==> config.mk <==
export PLATFORM = sky130hd
export DESIGN_NAME = pc_sequencer
export DESIGN_NICKNAME = d
export VERILOG_FILES = /design/src/rtl/pc_sequencer.sv
export SDC_FILE = /design/constraint.sdc
export NUM_CORES = 1
export LEC_CHECK = 0
export BUFFER_PORTS_ARGS = -buffer_cell sky130_fd_sc_hd__buf_2
export CAP_MARGIN = 0
export CORE_ASPECT_RATIO = 0.7
export CORE_MARGIN = 3
export CORE_UTILIZATION = 50
export CTS_BUF_LIST = sky130_fd_sc_hd__clkbuf_4
export CTS_CLUSTER_SIZE = 20
export DETAILED_ROUTE_END_ITERATION = 10
export PLACE_DENSITY = 0.83
export SYNTH_ARGS = -nofsm -noshare
export SYNTH_HDL_FRONTEND = slang
export SYNTH_SLANG_ARGS = --single-unit
==> constraint.sdc <==
create_clock -name Clk -period 3.8 [get_ports Clk]
set_input_delay 0.38 -clock Clk [delete_from_list [all_inputs] [get_ports Clk]]
set_output_delay 0.38 -clock Clk [all_outputs]
set_load 0.01 [all_outputs]
==> src/rtl/pc_sequencer.sv <==
`default_nettype none
// ============================================================================
// Module   : pc_sequencer
// Brief    : Multicycle fetch/branch sequencer that owns the program counter.
// Revision : 1.0 - initial release
// ============================================================================
module pc_sequencer #(
  parameter int              ADDR_W   = 32,
  parameter logic [ADDR_W-1:0] RESET_PC = 32'd1
) (
  input  logic              Clk,
  input  logic              Reset,
  output logic              Imem_Req,
  output logic [ADDR_W-1:0] Imem_Addr,
  input  logic              Imem_Ack,
  input  logic [31:0]       Imem_Data,
  output logic [31:0]       Inst,
  output logic              Inst_Valid,
  input  logic              Inst_Ready,
  input  logic              Br_Valid,
  input  logic              Br,
  input  logic              Zero,
  input  logic [15:0]       Imm,
  output logic [ADDR_W-1:0] PC,
  output logic [31:0]       Retired
);

  typedef enum logic [1:0] {
    BOOT    = 2'd0,
    FETCH   = 2'd1,
    HOLD    = 2'd2,
    RESOLVE = 2'd3
  } state_t;

  state_t            state_q, state_d;
  logic [ADDR_W-1:0] pc_q, pc_d;
  logic [31:0]       inst_q, inst_d;
  logic              inst_valid_q, inst_valid_d;
  logic              imem_req_q, imem_req_d;
  logic [31:0]       retired_q, retired_d;
  logic [ADDR_W-1:0] br_offset;

  // Offset is added only for a taken beq; otherwise the step is a plain +1.
  assign br_offset = (Br && Zero) ? {{(ADDR_W-16){Imm[15]}}, Imm} : '0;

  always_comb begin
    state_d      = state_q;
    pc_d         = pc_q;
    inst_d       = inst_q;
    inst_valid_d = inst_valid_q;
    retired_d    = retired_q;
    case (state_q)
      BOOT: state_d = FETCH;
      FETCH: begin
        if (Imem_Ack) begin
          inst_d       = Imem_Data;
          inst_valid_d = 1'b1;
          state_d      = HOLD;
        end
      end
      HOLD: begin
        if (Inst_Ready) begin
          inst_valid_d = 1'b0;
          state_d      = RESOLVE;
        end
      end
      RESOLVE: begin
        if (Br_Valid) begin
          pc_d      = pc_q + ADDR_W'(1) + br_offset;
          retired_d = retired_q + 32'd1;
          state_d   = FETCH;
        end
      end
      default: state_d = BOOT;
    endcase
    // Request is registered off the next state so it tracks FETCH exactly.
    imem_req_d = (state_d == FETCH);
  end

  always_ff @(posedge Clk) begin
    if (Reset) begin
      state_q      <= BOOT;
      pc_q         <= RESET_PC;
      inst_q       <= 32'd0;
      inst_valid_q <= 1'b0;
      imem_req_q   <= 1'b0;
      retired_q    <= 32'd0;
    end else begin
      state_q      <= state_d;
      pc_q         <= pc_d;
      inst_q       <= inst_d;
      inst_valid_q <= inst_valid_d;
      imem_req_q   <= imem_req_d;
      retired_q    <= retired_d;
    end
  end

  assign Imem_Req   = imem_req_q;
  assign Imem_Addr  = pc_q;
  assign PC         = pc_q;
  assign Inst       = inst_q;
  assign Inst_Valid = inst_valid_q;
  assign Retired    = retired_q;

endmodule
`default_nettype wire

==> impl_metrics.csv <==
group,metric,value,unit
outcome,status,"finished clean",
yosys,synthSimpleGateAreaFrac,0.263,
floorplan,ios,185,
power,power_frac_comb,0.105,
yosys,syn_nets,786,
job,cap_violations,0,
placed_design,placed_cells_incl_taps,976,
yosys,synth_mux_area_frac,0.0206,
global_routing,grt_max_degree,103,
power,power_per_cell_area,289,nW/um2
hold_path,hold_class,"input port to flop",
final_layout,stdcell_count,992,
timing,worstMarginPinSlew,1060,ps
final_layout,nets,911,
yosys,synth_commonest_cells,"119 x nand2_1, 100 x dfxtp_1, 81 x nor2_1",
global_routing,grt_pass1_vias,4628,
clocking,postCtsSetupBuffers,0,
timing,drv_slew,0,
timing,fin_crit_sh,0.797,
placed_design,place_hpwl,10200,um
setup_path,cp-start-kind,"flop",
timing,whs,126,ps
floorplan,coreArea,10600,um2
drt,wl_per_cell,14.1,um
setup_path,cp_data_arrival_time,3400,ps
yosys,synthMostInstantiatedCell,"nand2_1",
timing,hold_viol,0,
yosys,async_flop_share,0,
clocking,clk-insertion-delay-late,460,ps
yosys,synth-edff-count,0,
clocking,htreeDepth,3,
yosys,syn_area,5530,um2
timing,setup_tns,0,ps
power,swShare,0.293,
drt,vias,5343,
global_routing,overflow,0,
yosys,synth.largest_area_cell,"dfxtp_1",
yosys,synth_top_area_frac,0.362,
global_routing,grt_use_total,0.220,
clocking,clockBufferDepth,2,
global_routing,grt_pass1_wl,22600,um
setup_path,critical_path.max_fanout,4,
timing,fin_skew,16.1,ps
yosys,synth-seq-cells,100,
global_routing,antenna_found_initial,0,
setup_path,end_kind,"flop",
placed_design,gp_congestion,0.951,
power,ir_drop,0.000169,V
timing,setup_violations,0,
yosys,synth_fa_ha_area_frac,0.0399,
final_layout,layout-drive-gt1-share,0.264,
drt,vias_per_cell,5.39,
power,power_switching,542,uW
clocking,tritoncts,"done",
timing,grt_setup_unrepaired,"false",
yosys,ys_warn_count,0,
power,seqPwrFrac,0.589,
clocking,path_clk_slew,180,ps
power,power,1.85,mW
setup_path,crit_type,"flop to flop",
final_layout,synthToLayoutAreaGrowth,15.9,%
yosys,synth_top_family_by_area,"simple AND/OR/NAND/NOR gates",
clocking,cts_buffers,9,
placed_design,port_buffers,184,
drt,drt_pass1_iterations,5,
timing,fmax,330,MHz
drt,first_iter_violations,401,
yosys,synthFlopType,"dfxtp_1",
clocking,root_buffer,"clkbuf_4",
timing,min_period,3030,ps
yosys,syn_inst,714,
power,p_leak,2.95,nW
final_layout,antenna_cells,0,
yosys,synth_xor_area_frac,0.0808,
drt,drc,0,
final_layout,fill_cells,942,
floorplan,rows,31,
yosys,syn_avg_cell_area,7.74,um2
floorplan,die_area,12400,um2
drt,wirelength,14000,um
yosys,ys_types,58,
yosys,ys_seq_area_frac,0.362,
floorplan,die_w,132,um
setup_path,worstPathRequired,4170,ps
clocking,cts_hold_buf,0,
yosys,synth_compound_area_frac,0.156,
clocking,post_cts_resized,0,
drt,postRouteAntennaNets,0,
timing,max_slew_margin,0.296,
floorplan,die_h,94.0,um
power,internal_power,1.31,mW
clocking,clock_sink_count,100,
floorplan,start_util,0.524,
yosys,synth.area.top_cells,"dfxtp_1 36%, nand2_1 8.1%, a21oi_1 7.1%",
power,p_clk_frac,0.306,
==> power groups by stage <==
| stage | Combinational [mW] | Sequential, mW | Clock (mW) |
|---|---|---|---|
| after global placement | 0.191 | 1.11 | 0 |
| final | 0.194 | 1.09 | 0.567 |
| after global routing | 0.215 | 1.09 | 0.629 |
| after CTS | 0.194 | 1.09 | 0.590 |
| after detailed placement | 0.193 | 1.11 | 0 |
| after floorplan | 0.111 | 1.12 | 0 |
==> worst max-delay path, cell delays in order (launching register included) <==
cell and delay (ps):
dfxtp_1 380, inv_1 60, ha_1 150, inv_1 50, fa_1 400, a21oi_1 200
o21ai_0 160, nand3_1 170, a21oi_1 120, nor4_1 400, o211ai_2 180, nand2_1 110
mux2i_1 200, mux2_2 340
==> cells by family (layout without fill, tap and decap cells) <==
logic type	after synthesis	after routing
XOR/XNOR	51	51
buffers and inverters	82	212
AND/OR/NAND/NOR	314	314
AO/OA/AOI/OAI	139	139
flip-flops	100	100
multiplexers	11	11
adder cells (fa/ha/maj)	17	17
==> cells in the final DEF, fill, tap and decap left out, drive strengths merged, types with 5 or more instances in the layout <==
cell,netlist,final
nand2,119,119
ha,16,16
a211oi,6,6
inv,9,14
nand4,10,10
clkbuf,41,9
or4,6,6
mux2i,8,8
and3,23,23
xnor2,26,26
nand2b,5,5
nor3,10,10
or3,17,17
nor2,81,81
a21oi,80,80
or2,5,5
nand3,27,27
o21ai,20,20
xor2,25,25
buf,32,187
dfxtp,100,100
==> area by class of cell <==
type / instances / area (um2) / share of cell area
Timing Repair Buffer: 187 / 946 / 0.148
Inverter: 9 / 33.8 / 0.00527
Tap cell: 148 / 185 / 0.0289
Sequential cell: 100 / 2000 / 0.313
Multi-Input combinational cell: 532 / 3100 / 0.484
Clock inverter: 7 / 73.8 / 0.0115
Clock buffer: 9 / 67.6 / 0.0105
==> stage by stage <==
stage / area [um2] / utilization / setup slack (ps)
6_report: 6410 / 0.607 / 773
3_5_place_dp: 6260 / 0.594 / 534
3_3_place_gp: 6260 / 0.594 / 636
2_1_floorplan: 5530 / - / 889
4_1_cts: 6410 / 0.607 / 783
5_1_grt: 6410 / 0.607 / 494
==> path summary, 6_finish.rpt <==
check                     from            end  slack (ps)  cells after the start
setup / recovery  Imem_Addr[0]  Imem_Addr[30]         770                     13
setup reg to reg  Imem_Addr[0]  Imem_Addr[30]         770                     13
hold / removal    Imem_Data[2]        Inst[2]         130                      3
hold reg to reg        Inst[2]        Inst[2]         460                      2
==> routing by layer <==
metal	global-route usage	part of all wire	vias to the layer above
li1	-	-	2674
met1	0.316	0.47	2437
met2	0.333	0.44	217
met3	0.0509	0.082	15
met4	0.0524	0.011	0
met5	0	0	-
==> sequential cells by signal (all words and copies together), names as in the netlist <==
signal and cells:
state_q 2, Imem_Addr 32, Retired 32, Inst 32, Imem_Req 1, Inst_Valid 1
(Power assumes the default switching activity.)
